### config.mk
export PLATFORM = sky130hd
export DESIGN_NAME = id_ex_alu_ctrl
export DESIGN_NICKNAME = d
export VERILOG_FILES = /design/src/rtl/alu_op_pkg.sv /design/src/rtl/alu_op_decode.sv /design/src/rtl/id_ex_alu_ctrl.sv
export SDC_FILE = /design/constraint.sdc
export NUM_CORES = 1
export LEC_CHECK = 0
export BUFFER_PORTS_ARGS = -buffer_cell sky130_fd_sc_hd__buf_2
export CORE_MARGIN = 4
export CORE_UTILIZATION = 40
export CTS_CLUSTER_DIAMETER = 50
export CTS_CLUSTER_SIZE = 25
export DETAILED_ROUTE_END_ITERATION = 6
export GPL_ROUTABILITY_DRIVEN = 0
export PLACE_DENSITY_LB_ADDON = 0.08
export SLEW_MARGIN = 20
export SYNTH_ARGS = -nofsm -noshare
export SYNTH_HDL_FRONTEND = slang
export SYNTH_SLANG_ARGS = --single-unit
### constraint.sdc
create_clock -name clk -period 6.7 [get_ports clk]
set_input_delay 0.67 -clock clk [delete_from_list [all_inputs] [get_ports clk]]
set_output_delay 0.67 -clock clk [all_outputs]
set_load 0.005 [all_outputs]
### src/rtl/alu_op_pkg.sv
// Shared ALU control definitions for the ID/EX stage and the ALU.
//   - ALU op codes (4-bit)
//   - MIPS opcode and funct field values decoded by alu_op_decode
//   - ALU operand select encodings
//   - alu_ctrl_t: packed control word produced by the decoder
package alu_op_pkg;

    // ALU op codes
    localparam logic [3:0] AluAdd   = 4'h0;
    localparam logic [3:0] AluSub   = 4'h1;
    localparam logic [3:0] AluAnd   = 4'h2;
    localparam logic [3:0] AluOr    = 4'h3;
    localparam logic [3:0] AluSrl   = 4'h4;
    localparam logic [3:0] AluSra   = 4'h5;
    localparam logic [3:0] AluSll   = 4'h6;
    localparam logic [3:0] AluSlt   = 4'h7;
    localparam logic [3:0] AluSltu  = 4'h8;
    localparam logic [3:0] AluNor   = 4'h9;
    localparam logic [3:0] AluXor   = 4'hA;
    localparam logic [3:0] AluPassA = 4'hB;
    localparam logic [3:0] AluPassB = 4'hC;
    localparam logic [3:0] AluRotr  = 4'hD;

    // Primary opcodes
    localparam logic [5:0] OpRtype = 6'h00;
    localparam logic [5:0] OpBeq   = 6'h04;
    localparam logic [5:0] OpBne   = 6'h05;
    localparam logic [5:0] OpAddi  = 6'h08;
    localparam logic [5:0] OpAddiu = 6'h09;
    localparam logic [5:0] OpSlti  = 6'h0A;
    localparam logic [5:0] OpSltiu = 6'h0B;
    localparam logic [5:0] OpAndi  = 6'h0C;
    localparam logic [5:0] OpOri   = 6'h0D;
    localparam logic [5:0] OpXori  = 6'h0E;
    localparam logic [5:0] OpLui   = 6'h0F;
    localparam logic [5:0] OpLw    = 6'h23;
    localparam logic [5:0] OpSw    = 6'h2B;

    // R-type funct codes
    localparam logic [5:0] FnSll  = 6'h00;
    localparam logic [5:0] FnSrl  = 6'h02;
    localparam logic [5:0] FnSra  = 6'h03;
    localparam logic [5:0] FnSllv = 6'h04;
    localparam logic [5:0] FnSrlv = 6'h06;
    localparam logic [5:0] FnSrav = 6'h07;
    localparam logic [5:0] FnAdd  = 6'h20;
    localparam logic [5:0] FnAddu = 6'h21;
    localparam logic [5:0] FnSub  = 6'h22;
    localparam logic [5:0] FnSubu = 6'h23;
    localparam logic [5:0] FnAnd  = 6'h24;
    localparam logic [5:0] FnOr   = 6'h25;
    localparam logic [5:0] FnXor  = 6'h26;
    localparam logic [5:0] FnNor  = 6'h27;
    localparam logic [5:0] FnSlt  = 6'h2A;
    localparam logic [5:0] FnSltu = 6'h2B;

    // Operand selects
    localparam logic       ASelRs    = 1'b0;
    localparam logic       ASelShamt = 1'b1;
    localparam logic [1:0] BSelRt    = 2'd0;
    localparam logic [1:0] BSelImm   = 2'd1;
    localparam logic [1:0] BSelLui   = 2'd2;

    typedef struct packed {
        logic [3:0] alu_op;
        logic       a_sel;
        logic [1:0] b_sel;
        logic       ext_sign;
        logic       ov_en;
        logic       rw_en;
        logic [4:0] waddr;
        logic       illegal;
    } alu_ctrl_t;

    // Control word for a reserved instruction: ADD, no write, no trap.
    function automatic alu_ctrl_t ctrl_illegal();
        alu_ctrl_t c;
        c         = '0;
        c.alu_op  = AluAdd;
        c.illegal = 1'b1;
        return c;
    endfunction

endpackage

### src/rtl/alu_op_decode.sv
// Combinational MIPS instruction decoder producing the ALU control word.
// Ports:
//   instr_i  32-bit instruction word
//   ctrl_o   decoded alu_ctrl_t (rw_en already cleared when waddr is 0)
module alu_op_decode
    import alu_op_pkg::*;
(
    input  logic [31:0] instr_i,
    output alu_ctrl_t   ctrl_o
);

    logic [5:0] opcode;
    logic [5:0] funct;
    logic [4:0] rs;
    logic [4:0] rt;
    logic [4:0] rd;
    logic [4:0] shamt;
    logic       ill;

    assign opcode = instr_i[31:26];
    assign rs     = instr_i[25:21];
    assign rt     = instr_i[20:16];
    assign rd     = instr_i[15:11];
    assign shamt  = instr_i[10:6];
    assign funct  = instr_i[5:0];

    always_comb begin
        ctrl_o = '0;
        ill    = 1'b0;

        if (opcode == OpRtype) begin
            ctrl_o.waddr = rd;
            ctrl_o.b_sel = BSelRt;
            ctrl_o.rw_en = 1'b1;
            case (funct)
                FnAdd:  begin ctrl_o.alu_op = AluAdd; ctrl_o.ov_en = 1'b1; end
                FnAddu: ctrl_o.alu_op = AluAdd;
                FnSub:  begin ctrl_o.alu_op = AluSub; ctrl_o.ov_en = 1'b1; end
                FnSubu: ctrl_o.alu_op = AluSub;
                FnAnd:  ctrl_o.alu_op = AluAnd;
                FnOr:   ctrl_o.alu_op = AluOr;
                FnXor:  ctrl_o.alu_op = AluXor;
                FnNor:  ctrl_o.alu_op = AluNor;
                FnSlt:  ctrl_o.alu_op = AluSlt;
                FnSltu: ctrl_o.alu_op = AluSltu;
                // Immediate shifts: the rs field must be exactly as listed.
                FnSll: begin
                    ctrl_o.alu_op = AluSll;
                    ctrl_o.a_sel  = ASelShamt;
                    ill           = (rs != 5'd0);
                end
                FnSrl: begin
                    ctrl_o.a_sel = ASelShamt;
                    if (rs == 5'd0)      ctrl_o.alu_op = AluSrl;
                    else if (rs == 5'd1) ctrl_o.alu_op = AluRotr;
                    else                 ill = 1'b1;
                end
                FnSra: begin
                    ctrl_o.alu_op = AluSra;
                    ctrl_o.a_sel  = ASelShamt;
                    ill           = (rs != 5'd0);
                end
                // Variable shifts: shamt selects SRL vs ROTR.
                FnSllv: ctrl_o.alu_op = AluSll;
                FnSrlv: begin
                    if (shamt == 5'd0)      ctrl_o.alu_op = AluSrl;
                    else if (shamt == 5'd1) ctrl_o.alu_op = AluRotr;
                    else                    ill = 1'b1;
                end
                FnSrav: ctrl_o.alu_op = AluSra;
                default: ill = 1'b1;
            endcase
        end else begin
            ctrl_o.waddr    = rt;
            ctrl_o.b_sel    = BSelImm;
            ctrl_o.rw_en    = 1'b1;
            ctrl_o.ext_sign = 1'b1;
            case (opcode)
                OpAddi:  begin ctrl_o.alu_op = AluAdd; ctrl_o.ov_en = 1'b1; end
                OpAddiu: ctrl_o.alu_op = AluAdd;
                OpSlti:  ctrl_o.alu_op = AluSlt;
                OpSltiu: ctrl_o.alu_op = AluSltu;
                OpAndi:  begin ctrl_o.alu_op = AluAnd; ctrl_o.ext_sign = 1'b0; end
                OpOri:   begin ctrl_o.alu_op = AluOr;  ctrl_o.ext_sign = 1'b0; end
                OpXori:  begin ctrl_o.alu_op = AluXor; ctrl_o.ext_sign = 1'b0; end
                OpLui: begin
                    ctrl_o.alu_op   = AluPassB;
                    ctrl_o.b_sel    = BSelLui;
                    ctrl_o.ext_sign = 1'b0;
                end
                OpLw:    ctrl_o.alu_op = AluAdd;
                OpSw: begin
                    ctrl_o.alu_op = AluAdd;
                    ctrl_o.rw_en  = 1'b0;
                end
                OpBeq, OpBne: begin
                    ctrl_o.alu_op = AluSub;
                    ctrl_o.b_sel  = BSelRt;
                    ctrl_o.rw_en  = 1'b0;
                end
                default: ill = 1'b1;
            endcase
        end

        if (ill) begin
            ctrl_o = ctrl_illegal();
        end

        // $0 is hardwired; a write to it is not a write.
        if (ctrl_o.waddr == 5'd0) begin
            ctrl_o.rw_en = 1'b0;
        end
    end

endmodule

### src/rtl/id_ex_alu_ctrl.sv
// ID->EX pipeline register carrying the decoded ALU control word.
// Ports:
//   clk, reset         clock, asynchronous active-high reset
//   instr_i, pc_i      instruction and its PC from IF/ID
//   valid_i            instruction is real (0 = bubble)
//   stall, flush       hold stage / insert bubble (flush wins)
//   valid_o, pc_o      registered valid flag and PC
//   alu_op_o ..        registered ALU control outputs
//   rs_o .. imm_o      registered instruction fields
//   illegal_o          reserved-instruction exception
module id_ex_alu_ctrl
    import alu_op_pkg::*;
#(
    parameter int unsigned         PC_W     = 32,
    parameter logic [PC_W-1:0]     RESET_PC = 32'h0000_3000
) (
    input  logic            clk,
    input  logic            reset,
    input  logic [31:0]     instr_i,
    input  logic [PC_W-1:0] pc_i,
    input  logic            valid_i,
    input  logic            stall,
    input  logic            flush,
    output logic            valid_o,
    output logic [PC_W-1:0] pc_o,
    output logic [3:0]      alu_op_o,
    output logic            a_sel_o,
    output logic [1:0]      b_sel_o,
    output logic            ext_sign_o,
    output logic            ov_en_o,
    output logic            rw_en_o,
    output logic [4:0]      waddr_o,
    output logic [4:0]      rs_o,
    output logic [4:0]      rt_o,
    output logic [4:0]      shamt_o,
    output logic [15:0]     imm_o,
    output logic            illegal_o
);

    alu_ctrl_t       dec_ctrl;
    alu_ctrl_t       ctrl_d;
    alu_ctrl_t       ctrl_q;
    logic            valid_q;
    logic [PC_W-1:0] pc_q;
    logic [4:0]      rs_q;
    logic [4:0]      rt_q;
    logic [4:0]      shamt_q;
    logic [15:0]     imm_q;

    alu_op_decode u_decode (
        .instr_i (instr_i),
        .ctrl_o  (dec_ctrl)
    );

    // A bubble must never write, trap or raise an exception downstream.
    always_comb begin
        ctrl_d = dec_ctrl;
        if (!valid_i) begin
            ctrl_d.rw_en   = 1'b0;
            ctrl_d.ov_en   = 1'b0;
            ctrl_d.illegal = 1'b0;
        end
    end

    always_ff @(posedge clk or posedge reset) begin
        if (reset) begin
            valid_q <= 1'b0;
            pc_q    <= RESET_PC;
            ctrl_q  <= '0;
            rs_q    <= '0;
            rt_q    <= '0;
            shamt_q <= '0;
            imm_q   <= '0;
        end else if (flush) begin
            // PC is kept so exception logic still sees a sensible address.
            valid_q <= 1'b0;
            ctrl_q  <= '0;
            rs_q    <= '0;
            rt_q    <= '0;
            shamt_q <= '0;
            imm_q   <= '0;
        end else if (!stall) begin
            valid_q <= valid_i;
            pc_q    <= pc_i;
            ctrl_q  <= ctrl_d;
            rs_q    <= instr_i[25:21];
            rt_q    <= instr_i[20:16];
            shamt_q <= instr_i[10:6];
            imm_q   <= instr_i[15:0];
        end
    end

    assign valid_o    = valid_q;
    assign pc_o       = pc_q;
    assign alu_op_o   = ctrl_q.alu_op;
    assign a_sel_o    = ctrl_q.a_sel;
    assign b_sel_o    = ctrl_q.b_sel;
    assign ext_sign_o = ctrl_q.ext_sign;
    assign ov_en_o    = ctrl_q.ov_en;
    assign rw_en_o    = ctrl_q.rw_en;
    assign waddr_o    = ctrl_q.waddr;
    assign illegal_o  = ctrl_q.illegal;
    assign rs_o       = rs_q;
    assign rt_o       = rt_q;
    assign shamt_o    = shamt_q;
    assign imm_o      = imm_q;

endmodule

==> flow_summary_export.csv <==
group,metric,value,unit
drt,first_iter_violations,90,
power_and_ir_drop,fin_total_pwr,1100,uW
yosys,post_synth.cell_area_avg,11.8,um2
die,fp.dieW,103,um
die,core,8760,um2
hold_path,hold_class,"reg2reg",
power_and_ir_drop,intPower,829,uW
drt,via_count,2856,
timing,relSlewSlack,0.303,
grt,grt_max_degree,76,
power_and_ir_drop,pwr-share-clk,0.379,
finish,postLayoutCoreUtil,0.521,
power_and_ir_drop,power.density,242,nW/um2
setup_path,rr_worst_depth,2,
timing,rsz0062_at_grt,"no",
drt,totalWireLength,9.22,mm
die,die_area,10700,um2
timing,fin_crit_sh,0.342,
die,fp.dieH,103,um
power_and_ir_drop,ir_worst_vdd,162,uV
finish,diodes,0,
cts,cts.sinks,75,
timing,finalSetupViolations,0,
timing,slew_violations,0,
yosys,synth_nets,378,
cts,cts-buffers-inserted,9,
finish,area_growth,25.7,%
setup_path,start_kind,"input pin",
setup_path,worstPathMaxFanout,36,
grt,grt_use_total,0.177,
yosys,synthArstFlopShare,1.00,
place,dp_hpwl,6.74,mm
power_and_ir_drop,sequentialPowerShare,0.464,
finish,final_nets,510,
yosys,ys_warn_count,0,
drt,first_pass_iters,4,
cts,htree_levels,3,
timing,fin_tns_setup,0,ps
place,place_ws,4000,ps
cts,clk_pin_slew,80,ps
grt,grt_pass1_wl,14.7,mm
yosys,yosysSeqAreaShare,0.517,
cts,postCtsSetupBuffers,0,
setup_path,cp_data_required_time,6920,ps
grt,antenna_found_initial,0,
cts,clock_latency,330,ps
setup_path,endpoint_kind,"register",
yosys,ys_ff_latch,75,
yosys,synth_edf_count,0,
place,post-place-cells,538,
cts,clockBufferDepth,2,
yosys,synth_cell_types,53,
cts,tritoncts,"built",
timing,worst_slew_pin_slew,1050,ps
drt,drc,0,
cts,post_cts_resized,0,
timing,max_freq,0.436,GHz
timing,worst_slack,4410,ps
yosys,synth_flop_cell,"dfrtp_1",
power_and_ir_drop,power_frac_comb,0.157,
grt,overflow,0,
power_and_ir_drop,p_sw,274,uW
die,start_util,0.415,
power_and_ir_drop,p_leak,0.00231,uW
yosys,syn_inst,309,
run,drv_cap,0,
timing,period_minus_slack,2290,ps
timing,finalHoldViolations,0,
grt,grt_pass1_vias,2893,
drt,routedWlPerCell,16.6,um
yosys,syn_area,3630,um2
hold_path,hold_depth,2,
run_status,status,"finished, final reports clean",
finish,final_layout_size_suffix_gt1_frac,0.489,
drt,ant_nets,0,
drt,routed_via_density,5.16,
timing,fin_skew,0,ps
setup_path,path_class,"in2reg",
setup_path,worstPathArrival,2520,ps
finish,nFillCells,872,
cts,cts_hold_buf,0,
cts,cts-root-buf,"clkbuf_8",
finish,fin_cells,554,
power_and_ir_drop,power.share.switching,0.248,
place,io_buffers,148,
die,num_io_pins,149,
die,num_rows,34,
cell usage after synthesis, types with 5 or more instances:
cell type  instances  area share
o21ai_0            7      0.0096
nor3_1             8       0.011
a21oi_1            7      0.0096
mux2_2            37        0.11
nand2_1           10       0.010
nand2b_1           5      0.0086
nor2_1            40       0.041
clkbuf_1          11       0.011
buf_4              8       0.017
dfrtp_1           73        0.50
mux2i_1           28       0.077
a22o_1             8       0.019
worst max-delay path, stage by stage:
cell and delay [ps]:
buf_2 430, nor2_4 860, nand2_1 180, o41ai_1 370
final timing paths:
check                           slack [ps]           to        start
worst min-delay path                   490  alu_op_o[3]  alu_op_o[3]
worst max register to register        5930   b_sel_o[1]   b_sel_o[1]
worst max-delay path                  4410  alu_op_o[2]        stall
max in group asynchronous             5490      rt_o[3]        reset
worst min register to register         490  alu_op_o[3]  alu_op_o[3]
min in group asynchronous              600     pc_o[27]        reset
kinds of logic (layout without fill, tap and decap cells):
family,after synthesis,in the layout,synth area share
AND/OR/NAND/NOR,92,92,0.133
flip-flops,75,75,0.517
multiplexers,65,65,0.192
AO/OA/AOI/OAI,45,45,0.101
buffers and inverters,32,169,0.0579
sequential cells by signal, summed over array words and instances (netlist names), 2 cells and up:
name      flops
pc_o         32
imm_o        12
rs_o          5
rt_o          5
waddr_o       5
alu_op_o      4
shamt_o       4
b_sel_o       2
power groups by stage:
stage	Combinational, uW	Clock [uW]	Sequential, uW
4_1_cts	177	428	513
3_5_place_dp	177	0	521
6_report	173	418	512
5_1_grt	193	452	518
3_3_place_gp	175	0	520
2_1_floorplan	94.7	0	525
placed cells by master (no fill, tap or decap), drive strengths merged, types with 8 or more instances in the layout:
master  Yosys  layout
nor2       40      40
nor3        8       8
buf        13     149
mux2i      28      28
nand2      10      10
mux2       37      37
a22o        8       8
clkbuf     14      11
dfrtp      73      73
per-stage QoR:
step | area, um2 | hold WS (ps)
3_5_place_dp | 4330 | 477
2_1_floorplan | 3630 | 464
4_1_cts | 4570 | 495
3_3_place_gp | 4330 | 479
6_report | 4570 | 488
5_1_grt | 4570 | 524
routing by layer:
layer	up-vias	routed length, um	track usage
li1	1363	-	-
met4	0	105	0.0498
met5	-	0	0
met1	1397	3930	0.233
met2	89	4340	0.272
met3	7	853	0.0711
final cells by class:
type / instances / area, um2 / area share
Multi-Input combinational cell: 202 / 1550 / 0.340
Sequential cell: 75 / 1880 / 0.412
Tap cell: 108 / 135 / 0.0296
Clock buffer: 11 / 131 / 0.0288
Timing Repair Buffer: 149 / 748 / 0.164
Inverter: 4 / 16.3 / 0.00356
Clock inverter: 5 / 104 / 0.0227
Power figures use the tool's default switching activity.
